`src/rtl/trap_ctrl_if.sv`:
```
// CSR register-file port shared by the trap controller and the CSR file.
//   master (trap_ctrl): drives csr_w / csr_addr / csr_wdata, reads csr_rdata
//   slave  (CSR file) : accepts the write/address, returns combinational csr_rdata
interface trap_ctrl_if;
  logic        csr_w;
  logic [11:0] csr_addr;
  logic [31:0] csr_wdata;
  logic [31:0] csr_rdata;

  modport master (
    output csr_w,
    output csr_addr,
    output csr_wdata,
    input  csr_rdata
  );

  modport slave (
    input  csr_w,
    input  csr_addr,
    input  csr_wdata,
    output csr_rdata
  );
endinterface

```
`src/rtl/trap_ctrl.sv`:
```
// Trap controller: hardware-side master of the CSR register-file port.
// Sequences trap entry (mepc, mcause, mstatus writes, mtvec read + redirect)
// and mret (mstatus restore, mepc read + redirect). While idle it forwards the
// instruction-driven CSR access straight to the CSR file.
//
// Ports:
//   clk, rst            clock, synchronous active-high reset
//   exc_req_i           one-cycle exception pulse (sampled only when idle)
//   exc_cause_i[3:0]    exception code, zero-extended into mcause
//   mret_req_i          one-cycle mret pulse (sampled only when idle)
//   irq_i               external interrupt level, gated by shadow MIE
//   trap_pc_i[31:0]     PC to save into mepc
//   cpu_csr_w_i, cpu_csr_addr_i[11:0], cpu_csr_wdata_i[31:0]
//                       instruction CSR access, forwarded only when idle
//   csr (master)        CSR file port
//   busy_o              high in every non-idle state
//   redirect_valid_o    one-cycle pulse, fetch jumps to redirect_pc_o
//   redirect_pc_o[31:0] word-aligned target PC, held between pulses
module trap_ctrl #(
  parameter logic [11:0] ADDR_MSTATUS = 12'h000,
  parameter logic [11:0] ADDR_MEPC    = 12'h041,
  parameter logic [11:0] ADDR_MCAUSE  = 12'h042,
  parameter logic [11:0] ADDR_MTVEC   = 12'h005,
  parameter logic [31:0] IRQ_CAUSE    = 32'h8000000B
) (
  input  logic                clk,
  input  logic                rst,
  input  logic                exc_req_i,
  input  logic [3:0]          exc_cause_i,
  input  logic                mret_req_i,
  input  logic                irq_i,
  input  logic [31:0]         trap_pc_i,
  input  logic                cpu_csr_w_i,
  input  logic [11:0]         cpu_csr_addr_i,
  input  logic [31:0]         cpu_csr_wdata_i,
  trap_ctrl_if.master         csr,
  output logic                busy_o,
  output logic                redirect_valid_o,
  output logic [31:0]         redirect_pc_o
);

  typedef enum logic [2:0] {
    IDLE,
    T_EPC,
    T_CAUSE,
    T_STAT,
    T_VEC,
    R_STAT,
    R_EPC
  } state_e;

  state_e      state_q, state_d;
  logic [31:0] pc_q, pc_d;
  logic [31:0] cause_q, cause_d;
  logic        mie_q, mie_d;
  logic        redirect_valid_q, redirect_valid_d;
  logic [31:0] redirect_pc_q, redirect_pc_d;

  logic        csr_w_c;
  logic [11:0] csr_addr_c;
  logic [31:0] csr_wdata_c;

  // Trap entry: MPIE <= MIE, MIE <= 0, all other bits preserved.
  function automatic logic [31:0] mstatus_trap(input logic [31:0] v);
    logic [31:0] r;
    r    = v;
    r[7] = v[3];
    r[3] = 1'b0;
    return r;
  endfunction

  // mret: MIE <= MPIE, MPIE <= 1, all other bits preserved.
  function automatic logic [31:0] mstatus_mret(input logic [31:0] v);
    logic [31:0] r;
    r    = v;
    r[3] = v[7];
    r[7] = 1'b1;
    return r;
  endfunction

  function automatic logic [31:0] word_align(input logic [31:0] v);
    return v & ~32'h3;
  endfunction

  always_comb begin
    state_d          = state_q;
    pc_d             = pc_q;
    cause_d          = cause_q;
    redirect_valid_d = 1'b0;
    redirect_pc_d    = redirect_pc_q;
    csr_w_c          = 1'b0;
    csr_addr_c       = '0;
    csr_wdata_c      = '0;

    case (state_q)
      IDLE: begin
        csr_w_c     = cpu_csr_w_i;
        csr_addr_c  = cpu_csr_addr_i;
        csr_wdata_c = cpu_csr_wdata_i;
        // Priority: exception > enabled interrupt > mret; losers are dropped.
        if (exc_req_i) begin
          state_d = T_EPC;
          pc_d    = trap_pc_i;
          cause_d = {28'b0, exc_cause_i};
        end else if (irq_i && mie_q) begin
          state_d = T_EPC;
          pc_d    = trap_pc_i;
          cause_d = IRQ_CAUSE;
        end else if (mret_req_i) begin
          state_d = R_STAT;
          pc_d    = trap_pc_i;
        end
      end
      T_EPC: begin
        csr_w_c     = 1'b1;
        csr_addr_c  = ADDR_MEPC;
        csr_wdata_c = pc_q;
        state_d     = T_CAUSE;
      end
      T_CAUSE: begin
        csr_w_c     = 1'b1;
        csr_addr_c  = ADDR_MCAUSE;
        csr_wdata_c = cause_q;
        state_d     = T_STAT;
      end
      T_STAT: begin
        csr_w_c     = 1'b1;
        csr_addr_c  = ADDR_MSTATUS;
        csr_wdata_c = mstatus_trap(csr.csr_rdata);
        state_d     = T_VEC;
      end
      T_VEC: begin
        csr_addr_c       = ADDR_MTVEC;
        redirect_pc_d    = word_align(csr.csr_rdata);
        redirect_valid_d = 1'b1;
        state_d          = IDLE;
      end
      R_STAT: begin
        csr_w_c     = 1'b1;
        csr_addr_c  = ADDR_MSTATUS;
        csr_wdata_c = mstatus_mret(csr.csr_rdata);
        state_d     = R_EPC;
      end
      R_EPC: begin
        csr_addr_c       = ADDR_MEPC;
        redirect_pc_d    = word_align(csr.csr_rdata);
        redirect_valid_d = 1'b1;
        state_d          = IDLE;
      end
      default: state_d = IDLE;
    endcase

    // A reset cycle must not let an in-flight sequence land one more write.
    if (rst) csr_w_c = 1'b0;

    // Shadow MIE follows every write to mstatus, whoever issues it.
    mie_d = mie_q;
    if (csr_w_c && (csr_addr_c == ADDR_MSTATUS)) mie_d = csr_wdata_c[3];
  end

  // Control state register
  always_ff @(posedge clk) begin
    if (rst) begin
      state_q          <= IDLE;
      mie_q            <= 1'b0;
      redirect_valid_q <= 1'b0;
      redirect_pc_q    <= '0;
    end else begin
      state_q          <= state_d;
      mie_q            <= mie_d;
      redirect_valid_q <= redirect_valid_d;
      redirect_pc_q    <= redirect_pc_d;
    end
  end

  // Latched request data; only meaningful after acceptance
  always_ff @(posedge clk) begin
    pc_q    <= pc_d;
    cause_q <= cause_d;
  end

  assign csr.csr_w         = csr_w_c;
  assign csr.csr_addr      = csr_addr_c;
  assign csr.csr_wdata     = csr_wdata_c;
  assign busy_o            = (state_q != IDLE);
  assign redirect_valid_o  = redirect_valid_q;
  assign redirect_pc_o     = redirect_pc_q;

endmodule

```
`src/flat_wrapper.sv`:
```
// flat-port wrapper written by rule: the top's interface ports become plain ports
module trap_ctrl_flat 
#(
  parameter logic [11:0] ADDR_MSTATUS = 12'h000,
  parameter logic [11:0] ADDR_MEPC    = 12'h041,
  parameter logic [11:0] ADDR_MCAUSE  = 12'h042,
  parameter logic [11:0] ADDR_MTVEC   = 12'h005,
  parameter logic [31:0] IRQ_CAUSE    = 32'h8000000B
)
  (clk, rst, exc_req_i, exc_cause_i, mret_req_i, irq_i, trap_pc_i, cpu_csr_w_i, cpu_csr_addr_i, cpu_csr_wdata_i, busy_o, redirect_valid_o, redirect_pc_o, csr_csr_w, csr_csr_addr, csr_csr_wdata, csr_csr_rdata);
  trap_ctrl_if csr_i ();
  input  logic clk;
  input  logic rst;
  input  logic exc_req_i;
  input  logic [3:0] exc_cause_i;
  input  logic mret_req_i;
  input  logic irq_i;
  input  logic [31:0] trap_pc_i;
  input  logic cpu_csr_w_i;
  input  logic [11:0] cpu_csr_addr_i;
  input  logic [31:0] cpu_csr_wdata_i;
  output logic busy_o;
  output logic redirect_valid_o;
  output logic [31:0] redirect_pc_o;
  output wire logic [$bits(csr_i.csr_w)-1:0] csr_csr_w;
  output wire logic [$bits(csr_i.csr_addr)-1:0] csr_csr_addr;
  output wire logic [$bits(csr_i.csr_wdata)-1:0] csr_csr_wdata;
  input wire logic [$bits(csr_i.csr_rdata)-1:0] csr_csr_rdata;
  assign csr_csr_w = csr_i.csr_w;
  assign csr_csr_addr = csr_i.csr_addr;
  assign csr_csr_wdata = csr_i.csr_wdata;
  assign csr_i.csr_rdata = csr_csr_rdata;
  trap_ctrl #(.ADDR_MSTATUS(ADDR_MSTATUS), .ADDR_MEPC(ADDR_MEPC), .ADDR_MCAUSE(ADDR_MCAUSE), .ADDR_MTVEC(ADDR_MTVEC), .IRQ_CAUSE(IRQ_CAUSE)) u_core (.clk(clk), .rst(rst), .exc_req_i(exc_req_i), .exc_cause_i(exc_cause_i), .mret_req_i(mret_req_i), .irq_i(irq_i), .trap_pc_i(trap_pc_i), .cpu_csr_w_i(cpu_csr_w_i), .cpu_csr_addr_i(cpu_csr_addr_i), .cpu_csr_wdata_i(cpu_csr_wdata_i), .csr(csr_i), .busy_o(busy_o), .redirect_valid_o(redirect_valid_o), .redirect_pc_o(redirect_pc_o));
endmodule
```
`config.mk`:
```
export PLATFORM = sky130hd
export DESIGN_NAME = trap_ctrl_flat
export DESIGN_NICKNAME = d
export VERILOG_FILES = /design/src/rtl/trap_ctrl_if.sv /design/src/rtl/trap_ctrl.sv /design/src/flat_wrapper.sv
export SDC_FILE = /design/constraint.sdc
export NUM_CORES = 1
export LEC_CHECK = 0
export BUFFER_PORTS_ARGS = -buffer_cell sky130_fd_sc_hd__buf_2
export CAP_MARGIN = 40
export CELL_PAD_IN_SITES_DETAIL_PLACEMENT = 0
export CELL_PAD_IN_SITES_GLOBAL_PLACEMENT = 2
export CORE_ASPECT_RATIO = 0.9
export CORE_UTILIZATION = 25
export CTS_CLUSTER_SIZE = 12
export DETAILED_ROUTE_END_ITERATION = 10
export PLACE_DENSITY = 0.79
export SYNTH_ARGS = -nofsm -noshare
export SYNTH_HDL_FRONTEND = slang
export SYNTH_SLANG_ARGS = --single-unit
```
`constraint.sdc`:
```
create_clock -name clk -period 3.6 [get_ports clk]
set_clock_uncertainty 0.05 [all_clocks]
set_input_delay 0.18 -clock clk [delete_from_list [all_inputs] [get_ports clk]]
set_output_delay 0.18 -clock clk [all_outputs]
set_load 0.03 [all_outputs]
```
==> results <==
- In the routed design, unresolved DRC markers number 0.
- The area share of fa/ha/maj cells after synthesis is 0%.
- The initial cell density of the core is around a quarter.
- TritonCTS built the clock tree.
- The setup fix buffers added after clock tree synthesis is 0.
- Counting flops and latches in the post-synthesis netlist gives 72.
- The start point of the critical path is u_core.state_q[2].
- The simple logic cell fraction of the synthesized area is 15.4%.
- In this run the most critical hold path is launched from exc_cause_i[0].
- The horizontal die dimension is 128 µm.
- The half-perimeter wire length of the detailed placement result is 8700 µm.
- Cells with a size suffix above 1 make up 38.5% of the layout.
- The via count of the first global-routing pass was 3344.
- The total global routing track utilization is 16.7%.
- The post-route core utilization is 38.1%.
- The synthesized-area fraction occupied by ao, oa, aoi and oai cells is a little under a fifth.
- Entering global routing, the biggest net connects 36 pins.
- The wire length of the first global-routing pass is 18100 µm.
- By area, the combinational part of the netlist is dominated by compound AO/OA/AOI/OAI gates.
- The standard-cell row count is 41.
- 197 I/O pins were placed.
- The number of antenna violations at the first check in global routing is 0.
- The endpoint required time on the critical path is 3.37 ns.
- Setup violations remaining at the end of the flow were counted as 0.
- In this run the clock root is driven by a clkbuf_16.
- The multiplexer area fraction after synthesis is between 10 and 15%.
- After detailed routing, the total wire length is about 12000 µm.
- The congestion estimate from routability-driven global placement came to slightly below 0.8.
- In this run the vertical extent of the chip is 115 µm.
- The ratio of final minimum period to clock period is 71.2%.
- The mean area per synthesized cell is 9.46 µm².
- For the pin with the worst max-slew slack, the measured transition is 0.805 ns.
- The repair_antennas step left the layout with diodes totalling 0.
- After clock tree synthesis, the repair step resized 0 gates.
- During placement, the flow inserted port buffers numbering 194.
- After the last flow step, the layout net total stands at 708.
- The cell area after synthesis is 0.00356 mm².
- Summed over its instances, the top area cell type makes up 31.2% of the synthesized netlist area.
- For this run, asynchronously set or reset flops after synthesis account for 0%.
- The area overhead of the layout relative to synthesis is 49.0%.
- The region available for standard cell placement spans roughly 0.014 mm².
- The routed wirelength normalized by instance count is 15.4 µm.
- The library cell used most frequently in the layout, excluding fill and tap cells, is buf_2.
- The type of element capturing the critical path is an output port.
- The hold buffer count at CTS is 32.
- The start of the worst register-to-register path is u_core.state_q[2].
- For this run the aggregate overflow at the end of global routing stands at 0.
- The sum of negative setup slack is 0 ns.
- The total number of vias is 3512.
- Before antenna repair, the detailed router went through 4 iterations.
- The worst ir drop on vdd is 199 µV.
- Counting flops with a built-in enable in the synthesized netlist gives 37.
- Setup repair after global routing left no endpoint under its margin.
- The maximum fanout encountered on the critical timing path is 21.
- For this run, the number of Yosys warnings is 0.
- The startpoint class of the critical path is a flip-flop.
- The largest area contributor in the synthesized netlist is edfxtp_1.
- The cell area after placement is 0.00472 mm².
- The critical path arrival is 2.33 ns.
- The final hold violation count is 0.
- After synthesis, the cell types taking the most area are edfxtp_1, dfxtp_1, nand2_1.
- The clock latency reported for the late side of the worst-skew pair is 0.33 ns.
- Leaving out fill and tap cells, the most frequent cells in the layout are buf_2, nand2_1, edfxtp_1.
- The clock period could shrink to ~2.6 ns.
- The max-cap check violation count is 0.
- The static leakage is 2.27 nW.
- The distinct cell type count after synthesis is 37.
- The number of buffers on the longest clock path is 2.
- The classification of the worst-slack hold path is in -> reg.
- The worst-case headroom to the max-slew limit is roughly 46%.
- The power per unit of standard cell area is 496 mW/mm².
- The flow ran to the end, and the final reports show no timing, DRC or antenna violations.
- After clock tree synthesis, the clock-pin slew on the worst setup and hold paths is 0.06 ns.
- The most frequently used flop master after synthesis is edfxtp_1.
- In this run the remaining antenna-violating nets after routing total 0.
- Sequential cells were found to cover 50.8% of the synthesized design area.
- The clock tree synthesis step divided the H-tree into 3 levels.
- After Yosys synthesis, XOR and XNOR cells account for 0% of the synthesized area.
- The max-slew violation count is 0.
- The detailed router finished its first iteration with 161 violations.
- The total CTS buffers is 9.
- The worst setup path is of the reg -> out kind.
- CTS saw 72 sinks.
- The die covers 0.0147 mm².
- The highest clock rate is 0.390 GHz.
- After detailed routing, the number of vias per cell comes to 4.46.
- Synthesis produced a netlist whose cell count is 377.
- The sum of internal, switching and leakage power is 2.64 mW.
- Summing all non-filler instances in the final layout gives an area of 0.00531 mm².
[cell type report]
cell class | count | area [µm²]
Sequential cell | 72 | 1820
Inverter | 5 | 18.8
Clock buffer | 12 | 256
Fill cell | 1459 | 8640
Tap cell | 193 | 241
Clock inverter | 4 | 18.8
Timing Repair Buffer | 233 | 1340
Multi-Input combinational cell | 269 | 1620
[metal layers]
metal	up-vias	wire length, µm	share of wire (%)	GRT usage (%)
met4	0	167	1.4	6.67
met5	-	0	0	0
met3	11	564	4.6	2.93
met2	107	5960	49	28.6
met1	1629	5460	45	20.8
li1	1765	-	-	-
[cell families (layout without fill, tap and decap cells)]
family / Yosys count / after routing
buffers and inverters: 37 / 254
AO/OA/AOI/OAI: 106 / 106
flip-flops: 72 / 72
AND/OR/NAND/NOR: 130 / 130
multiplexers: 31 / 31
other: 1 / 2
[worst paths after layout]
check	to	slack, ns	cells after the start
max	csr_csr_wdata[3]	1.04	5
min	u_core.cause_q[0]	0.05	2
min reg2reg	u_core.redirect_pc_o[2]	0.40	2
max reg2reg	u_core.mie_q	1.41	5
[synthesized netlist by cell type, types with 4 or more instances]
| master | instances |
|---|---|
| nand2_1 | 96 |
| edfxtp_1 | 37 |
| dfxtp_1 | 35 |
| a21oi_1 | 34 |
| o21ai_0 | 33 |
| a22o_1 | 26 |
| mux2i_1 | 26 |
| buf_2 | 13 |
| clkbuf_1 | 13 |
| nor2_1 | 11 |
| and2_1 | 10 |
| inv_1 | 5 |
| nand2b_1 | 5 |
| buf_1 | 4 |
| mux4_2 | 4 |
[critical path: stages (launching register included)]
cell and delay (ns):
dfxtp_2 0.73, buf_4 0.41, mux2_2 0.37, a22oi_1 0.12, o21ai_0 0.14, buf_2 0.21
[where the power goes]
| group | switching [mW] | internal (mW) |
|---|---|---|
| combinational | 0.519 | 0.293 |
| clock | 0.331 | 0.498 |
| sequential | 0.0486 | 0.947 |
| total | 0.899 | 1.74 |
[state kept, by name, summed over array words and instances (netlist names)]
register	count
u_core.pc_q	32
u_core.redirect_pc_o	30
u_core.cause_q	5
u_core.state_q	3
u_core.mie_q	1
u_core.redirect_valid_o	1
[metrics by stage]
step | hold slack (ns) | setup slack, ns | cells
final | 0.0484 | 1.04 | 788
after global routing | 0.0435 | 0.801 | 788
after CTS | 0.0372 | 0.973 | 788
after detailed placement | 0.309 | 1.34 | 740
after global placement | 0.313 | 1.40 | 740
after floorplan | 0.229 | 0.470 | 378
Note: power is estimated with default switching activity, not from simulation.
